`src/rtl/cdb_arbiter.sv`:
```
// cdb_arbiter: per-FU result FIFOs drained round-robin onto a registered common data bus
`ifndef XLEN
`define XLEN 32
`endif
`ifndef ROB_TAG_LEN
`define ROB_TAG_LEN 5
`endif

package cdb_arbiter_pkg;
    typedef struct packed {
        logic                    valid;
        logic [`ROB_TAG_LEN-1:0] rob_tag;
        logic [`XLEN-1:0]        value;
    } CDB_DATA;
endpackage

module cdb_arbiter
    import cdb_arbiter_pkg::*;
#(
    parameter int NUM_FU       = 3,
    parameter int FU_BUF_DEPTH = 2
) (
    input  logic                                    clock,
    input  logic                                    reset,
    input  logic                                    flush,
    input  logic [NUM_FU-1:0]                       fu_valid,
    input  logic [NUM_FU-1:0][`ROB_TAG_LEN-1:0]     fu_rob_tag,
    input  logic [NUM_FU-1:0][`XLEN-1:0]            fu_value,
    output logic [NUM_FU-1:0]                       fu_ready,
    output CDB_DATA                                 cdb_data
);
    localparam int AW = FU_BUF_DEPTH > 1 ? $clog2(FU_BUF_DEPTH) : 1;
    localparam int CW = $clog2(FU_BUF_DEPTH + 1);
    localparam int IW = NUM_FU > 1 ? $clog2(NUM_FU) : 1;

    logic [`ROB_TAG_LEN-1:0] mem_tag [NUM_FU][FU_BUF_DEPTH];
    logic [`XLEN-1:0]        mem_val [NUM_FU][FU_BUF_DEPTH];
    logic [AW-1:0]           head    [NUM_FU];
    logic [AW-1:0]           tail    [NUM_FU];
    logic [CW-1:0]           count   [NUM_FU];
    logic [IW-1:0]           rr_ptr, gnt, idx;
    logic                    gnt_valid;
    logic [NUM_FU-1:0]       push, pop;

    function automatic logic [AW-1:0] nxt(input logic [AW-1:0] p);
        return p == AW'(FU_BUF_DEPTH - 1) ? '0 : p + 1'b1;
    endfunction

    // Ready looks only at the registered count, so it never waits on this cycle's grant.
    always_comb begin
        gnt_valid = 1'b0;
        gnt       = '0;
        idx       = '0;
        fu_ready  = '0;
        push      = '0;
        pop       = '0;
        for (int k = 0; k < NUM_FU; k++) begin
            idx = IW'((int'(rr_ptr) + k) % NUM_FU);
            if (!gnt_valid && count[idx] != '0) begin
                gnt_valid = 1'b1;
                gnt       = idx;
            end
        end
        for (int i = 0; i < NUM_FU; i++) begin
            fu_ready[i] = count[i] < CW'(FU_BUF_DEPTH) && !reset && !flush;
            push[i]     = fu_valid[i] && fu_ready[i];
            pop[i]      = gnt_valid && gnt == IW'(i);
        end
    end

    always_ff @(posedge clock) begin
        for (int i = 0; i < NUM_FU; i++) begin
            if (push[i]) begin
                mem_tag[i][tail[i]] <= fu_rob_tag[i];
                mem_val[i][tail[i]] <= fu_value[i];
            end
        end
    end

    always_ff @(posedge clock) begin
        if (reset || flush) begin
            for (int i = 0; i < NUM_FU; i++) begin
                head[i]  <= '0;
                tail[i]  <= '0;
                count[i] <= '0;
            end
            cdb_data <= '0;
            if (reset) rr_ptr <= '0;
        end else begin
            for (int i = 0; i < NUM_FU; i++) begin
                if (push[i]) tail[i] <= nxt(tail[i]);
                if (pop[i]) head[i] <= nxt(head[i]);
                count[i] <= count[i] + CW'(push[i]) - CW'(pop[i]);
            end
            cdb_data <= gnt_valid ? {1'b1, mem_tag[gnt][head[gnt]], mem_val[gnt][head[gnt]]} : '0;
            if (gnt_valid) rr_ptr <= gnt == IW'(NUM_FU - 1) ? '0 : gnt + 1'b1;
        end
    end
endmodule

```
`config.mk`:
```
export PLATFORM = sky130hd
export DESIGN_NAME = cdb_arbiter
export DESIGN_NICKNAME = d
export VERILOG_FILES = /design/src/rtl/cdb_arbiter.sv
export SDC_FILE = /design/constraint.sdc
export NUM_CORES = 1
export LEC_CHECK = 0
export BUFFER_PORTS_ARGS = -buffer_cell sky130_fd_sc_hd__buf_2
export CAP_MARGIN = 10
export CORE_MARGIN = 4
export CORE_UTILIZATION = 55
export CTS_CLUSTER_DIAMETER = 150
export CTS_CLUSTER_SIZE = 20
export DETAILED_ROUTE_END_ITERATION = 7
export GPL_ROUTABILITY_DRIVEN = 0
export PLACE_DENSITY = 0.81
export SLEW_MARGIN = 20
export SYNTH_ARGS = -nofsm -noshare
export SYNTH_HDL_FRONTEND = slang
export SYNTH_SLANG_ARGS = --single-unit
```
`constraint.sdc`:
```
create_clock -name clock -period 9.8 [get_ports clock]
set_input_delay 1.96 -clock clock [delete_from_list [all_inputs] [get_ports clock]]
set_output_delay 1.96 -clock clock [all_outputs]
set_load 0.02 [all_outputs]
```
After elaboration in Yosys (flattened, before gate mapping)
Memories as Yosys holds them, arrays and structs flattened.
Index checks and enable logic that the tools add are counted.
{"block": "word_totals", "regBits": 40, "mem_bits_rw": 234, "output_inout_bits": 41, "elab_cells": 154, "memories": 5}
{"block": "op_classes", "addsub": 15, "div_mod_pow": 3, "order_cmp": 10, "eq_ne": 3, "mux": 71, "bitwise_logic": 14, "n_reduce_logical": 29}
{"name": "mem_val", "words": 3, "word_bits": 64, "rd": 1, "rd_clocked_by_memory_dff": 0, "write_ports": 3, "line_no": "37", "rtl": "logic [`XLEN-1:0] mem_val [NUM_FU][FU_BUF_DEPTH];"}
{"name": "mem_tag", "words": 3, "word_bits": 10, "rd": 1, "rd_clocked_by_memory_dff": 0, "write_ports": 3, "line_no": "36", "rtl": "logic [`ROB_TAG_LEN-1:0] mem_tag [NUM_FU][FU_BUF_DEPTH];"}
{"name": "count", "words": 3, "word_bits": 2, "rd": 6, "rd_clocked_by_memory_dff": 0, "write_ports": 3, "line_no": "40", "rtl": "logic [CW-1:0] count [NUM_FU];"}
{"name": "head", "words": 3, "word_bits": 1, "rd": 4, "rd_clocked_by_memory_dff": 0, "write_ports": 3, "line_no": "38", "rtl": "logic [AW-1:0] head [NUM_FU];"}
{"name": "tail", "words": 3, "word_bits": 1, "rd": 3, "rd_clocked_by_memory_dff": 0, "write_ports": 3, "line_no": "39", "rtl": "logic [AW-1:0] tail [NUM_FU];"}
{"op": "32-bit two-way mux", "count": 6}
{"op": "64-bit two-way mux", "count": 3}
{"op": "32-bit demux with 1-bit select", "count": 3}
{"op": "32-bit by 3-bit remainder unit with 32-bit output, second input constant", "count": 2}
{"op": "38-bit two-way mux", "count": 1}
{"op": "1-bit two-way mux", "count": 36}
{"op": "3-bit by 3-bit remainder unit with 32-bit output, second input constant", "count": 1}
{"op": "10-bit two-way mux", "count": 3}
{"op": "5-bit two-way mux", "count": 6}
{"op": "2-bit two-way mux", "count": 10}
{"op": "1-bit logical AND", "count": 17}
{"op": "5-bit demux with 1-bit select", "count": 3}
{"op": "1-bit OR", "count": 9}
{"op": "2-bit greater-or-equal comparator, second input constant", "count": 4}
{"op": "1-bit inverter with 2-bit output", "count": 4}
{"op": "2-bit nonzero test", "count": 4}
{"op": "1-bit adder, second input constant", "count": 6}
{"op": "2-bit by 1-bit adder with 2-bit output", "count": 3}
{"op": "2-bit by 1-bit less-than comparator with 1-bit output, second input constant", "count": 3}
{"op": "2-bit less-than comparator, second input constant", "count": 3}
{"op": "2-bit by 1-bit subtractor with 2-bit output", "count": 3}
{"op": "1-bit logical NOT", "count": 4}
{"op": "2-bit by 1-bit adder with 3-bit output, second input constant", "count": 1}
{"op": "2-bit by 2-bit adder with 3-bit output, second input constant", "count": 1}
{"op": "9 further kinds", "count": 9}

Depth between registers and ports, before layout
An unclocked memory read counts as a cell.
{"block": "depth", "word_depth": 16, "ltp_mapped": 16, "mapped_depth_nobuf": 14}

Worst setup path before layout
Ideal clock, no wire load.
{"block": "synth_path", "path_type": "input to register", "startpoint": "input flush", "endpoint": "memory mem_tag[1][5] in the netlist's numbering, enable pin", "setup_ns": 0.431, "arrival_ns": 4.501, "setup_slack_ns": 4.868, "path_stages": 5, "n_path_buf": 1, "cell_sequence": "or2_2 clkbuf_1 nor2_1 nand2_1 nor2_1"}
{"element": "start, declared", "line_no": "25", "rtl": "input logic flush,"}
{"element": "end, declared", "line_no": "36"}

Worst setup path in the final report
{"block": "layout_path", "startpoint": "input flush", "endpoint": "output fu_ready[0]"}
{"block": "layout_between", "elab_chain_cells": 2}
{"element": "1-bit logical NOT", "line_no": "65", "rtl": "fu_ready[i] = count[i] < CW'(FU_BUF_DEPTH) && !reset && !flush;"}
{"element": "1-bit logical AND", "line_no": "65"}
{"element": "end, declared", "line_no": "29", "rtl": "output logic [NUM_FU-1:0] fu_ready,"}
Every way passes these cells.

==> out/results.ini <==
[placement]
hpwl_mm = 13.9
place_area_um2 = 11800
dp.cells = 1036
io_buffers = 157

[worst_setup_path]
r2r-end = count[1][1]$_SDFF_PP0_
rr_worst_depth = 14
crit_type = input port to primary output
r2r_start = rr_ptr[0]$_SDFFCE_PP0P_
endpoint_kind = primary output
worst-path-max-fanout = 9
arrival_ns = 2.83
ff2ff_setup_slack_ns = 5.73
start_kind = input port
worstPathRequired_ns = 7.84

[floorplanning]
die_h_um = 148
die_w_um = 148
start_util_pct = 55.7
fp-row-count = 51
core_um2 = 19400
die_area_um2 = 22000
ios = 158

[drt]
wl_per_cell_um = 21.6
firstDrtPassIters = 5
antenna_left = 0
avgViaCountPerCell = 5.75
num_vias = 6135
wl_mm = 23.1
drt_iter0_drc = 399
post-route-drc-count = 0

[synthesis]
synth_mux_area_share_pct = 12.6
yosysTopAreaCell = edfxtp_1
synthTopCellsByArea = edfxtp_1, dfxtp_1, mux2_4, mux2_2, mux2i_1
avgSynthCellArea_um2 = 16.8
synth_xor_area_share_pct = 0.486
ys_types = 47
synth-main-ff-cell = edfxtp_1
synth_top_family_by_area = multiplexers
synth_edf_count = 230
yosysSeqAreaShare_pct = 72.0
netlist_area_um2 = 10800
synth_top_area_share_pct = 63.9
synth-simple-area-share_pct = 4.73
synth-compound-area-share_pct = 6.31
ys.warnings.count = 0
ys_async_sr_fraction_pct = 0
synthesis.nets = 772
ys_ff_latch = 274
yosys.area_share.adder_pct = 1.16
syn_inst = 645

[power]
p_clk_share_pct = 19.8
p_int_mw = 2.34
p_comb_share_pct = 38.6
seqPwrFrac_pct = 41.5
swShare_pct = 32.9
p_leak_nw = 4.54
total_power_mw = 3.48
ir_worst_vdd_uv = 202
power_switching_mw = 1.15
powerDensity_nw_per_um2 = 283

[global_route]
grt_max_degree = 59
grt_pass1_vias = 6147
grt_first_pass_wirelength_mm = 34.6
track_usage_pct = 20.6
overflow = 0
antenna_found_initial = 1

[worst_hold_path]
hold_end = cdb_data[18]$_SDFF_PP0_
hp-start = mem_val[2][50]$_DFFE_PP_
min_path_type = flop to flop
holdPathStages = 2

[cts]
cts_buffer_depth = 3
numCtsBuffers = 17
cts_hold_buf = 0
cts_resized = 0
clock_latency_ns = 0.49
cts_root_buf = clkbuf_16
cts_tree = done
h-tree-depth = 1
numClockSinks = 274
cts.clk_slew.worst_paths_ns = 0.08
post_cts_buffers = 0

[cells_and_area]
final_nets = 918
fin_util_pct = 63.5
n_antenna_cell = 0
area_growth_pct = 13.9
stdcell_area_um2 = 12300
layoutNonFillerInstCount = 1067
drive_gt1_share_pct = 34.8

[run_status]
status = complete, no violations

[sta]
hold_viol = 0
finalCritPeriodShare_pct = 48.9
period_needed_ns = 4.79
relSlewSlack_pct = 25.8
tns_ns = 0
fmax_ghz = 0.209
rsz0062_at_grt = no
tightest_slew_ns = 1.11
setup_viol = 0
clock_skew_ns = 0.0183
slew_violations = 0

[flow_run]
maxCapViolCount = 0

==> synth_stat cells, types with 4 or more instances <==
| cell | number |
|---|---|
| and2_1 | 5 |
| buf_2 | 12 |
| mux2_4 | 38 |
| and3_1 | 4 |
| mux2i_1 | 39 |
| inv_1 | 15 |
| buf_6 | 4 |
| clkbuf_1 | 15 |
| nor2_1 | 22 |
| nand2_1 | 11 |
| ha_1 | 10 |
| dfxtp_1 | 44 |
| a21oi_1 | 39 |
| nor3_1 | 40 |
| edfxtp_1 | 230 |
| mux2_2 | 36 |
| o32ai_1 | 38 |
==> critical path, cell delays in order <==
cell    delay, ns
buf_2        0.10
or2_2        0.37
nor2_1       0.19
buf_2        0.21
==> worst max path at each step <==
stage               start                      end  cells past startpoint
floorplan           flush  mem_tag[1][5]$_DFFE_PP_                      5
global placement    flush              fu_ready[0]                      4
detailed placement  flush              fu_ready[0]                      4
CTS                 flush              fu_ready[0]                      4
global route        flush              fu_ready[1]                      4
finish              flush              fu_ready[0]                      4
==> sequential cells by signal (all words and copies together), names as in the netlist <==
| name | flops |
|---|---|
| count | 6 |
| tail | 3 |
| mem_val | 192 |
| cdb_data | 38 |
| mem_tag | 30 |
| head | 3 |
| rr_ptr | 2 |
==> placed cells by master, fill, tap and decap left out, types with 11 or more instances in the layout <==
master / n
clkbuf_16: 17
dfxtp_1: 44
clkbuf_1: 11
a21oi_1: 39
buf_2: 157
mux2i_1: 39
edfxtp_1: 230
inv_1: 15
mux2_4: 38
mux2_2: 36
o32ai_1: 38
nor3_1: 40
nor2_1: 19
==> per-stage QoR <==
stage	hold WS [ns]	setup WS, ns
global route	0.554	4.95
CTS	0.518	5.02
detailed placement	0.495	5.02
floorplan	0.479	4.87
finish	0.516	5.01
global placement	0.497	5.07
==> power by group through the flow <==
stage	combinational [mW]	sequential, mW	clock (mW)
6_report	1.35	1.45	0.691
4_1_cts	1.34	1.45	0.700
3_3_place_gp	1.31	1.48	0
2_1_floorplan	1.04	1.52	0
5_1_grt	1.45	1.46	0.749
3_5_place_dp	1.33	1.48	0
==> routing by layer <==
metal	track usage, %	up-vias	share of wire (%)
li1	-	2794	-
met1	26.8	3057	41
met2	36.5	249	50
met3	3.63	33	7.8
met4	4.34	2	1.6
met5	0	-	0.056
==> area by class of cell <==
class	instances	area, µm²
flip-flops and latches	274	7790
fillers	1407	7090
multi-input cells	318	2790
repair buffers	165	866
clock buffers	28	467
well taps	265	332
inverters	15	56.3
clock inverters	2	17.5
==> cells by family after synthesis <==
family	after synthesis
multiplexers	113
buffers and inverters	53
AO/OA/AOI/OAI	91
adder cells (fa/ha/maj)	10
AND/OR/NAND/NOR	98
flip-flops	274
XOR/XNOR	6
Note: power is estimated with default switching activity, not from simulation.
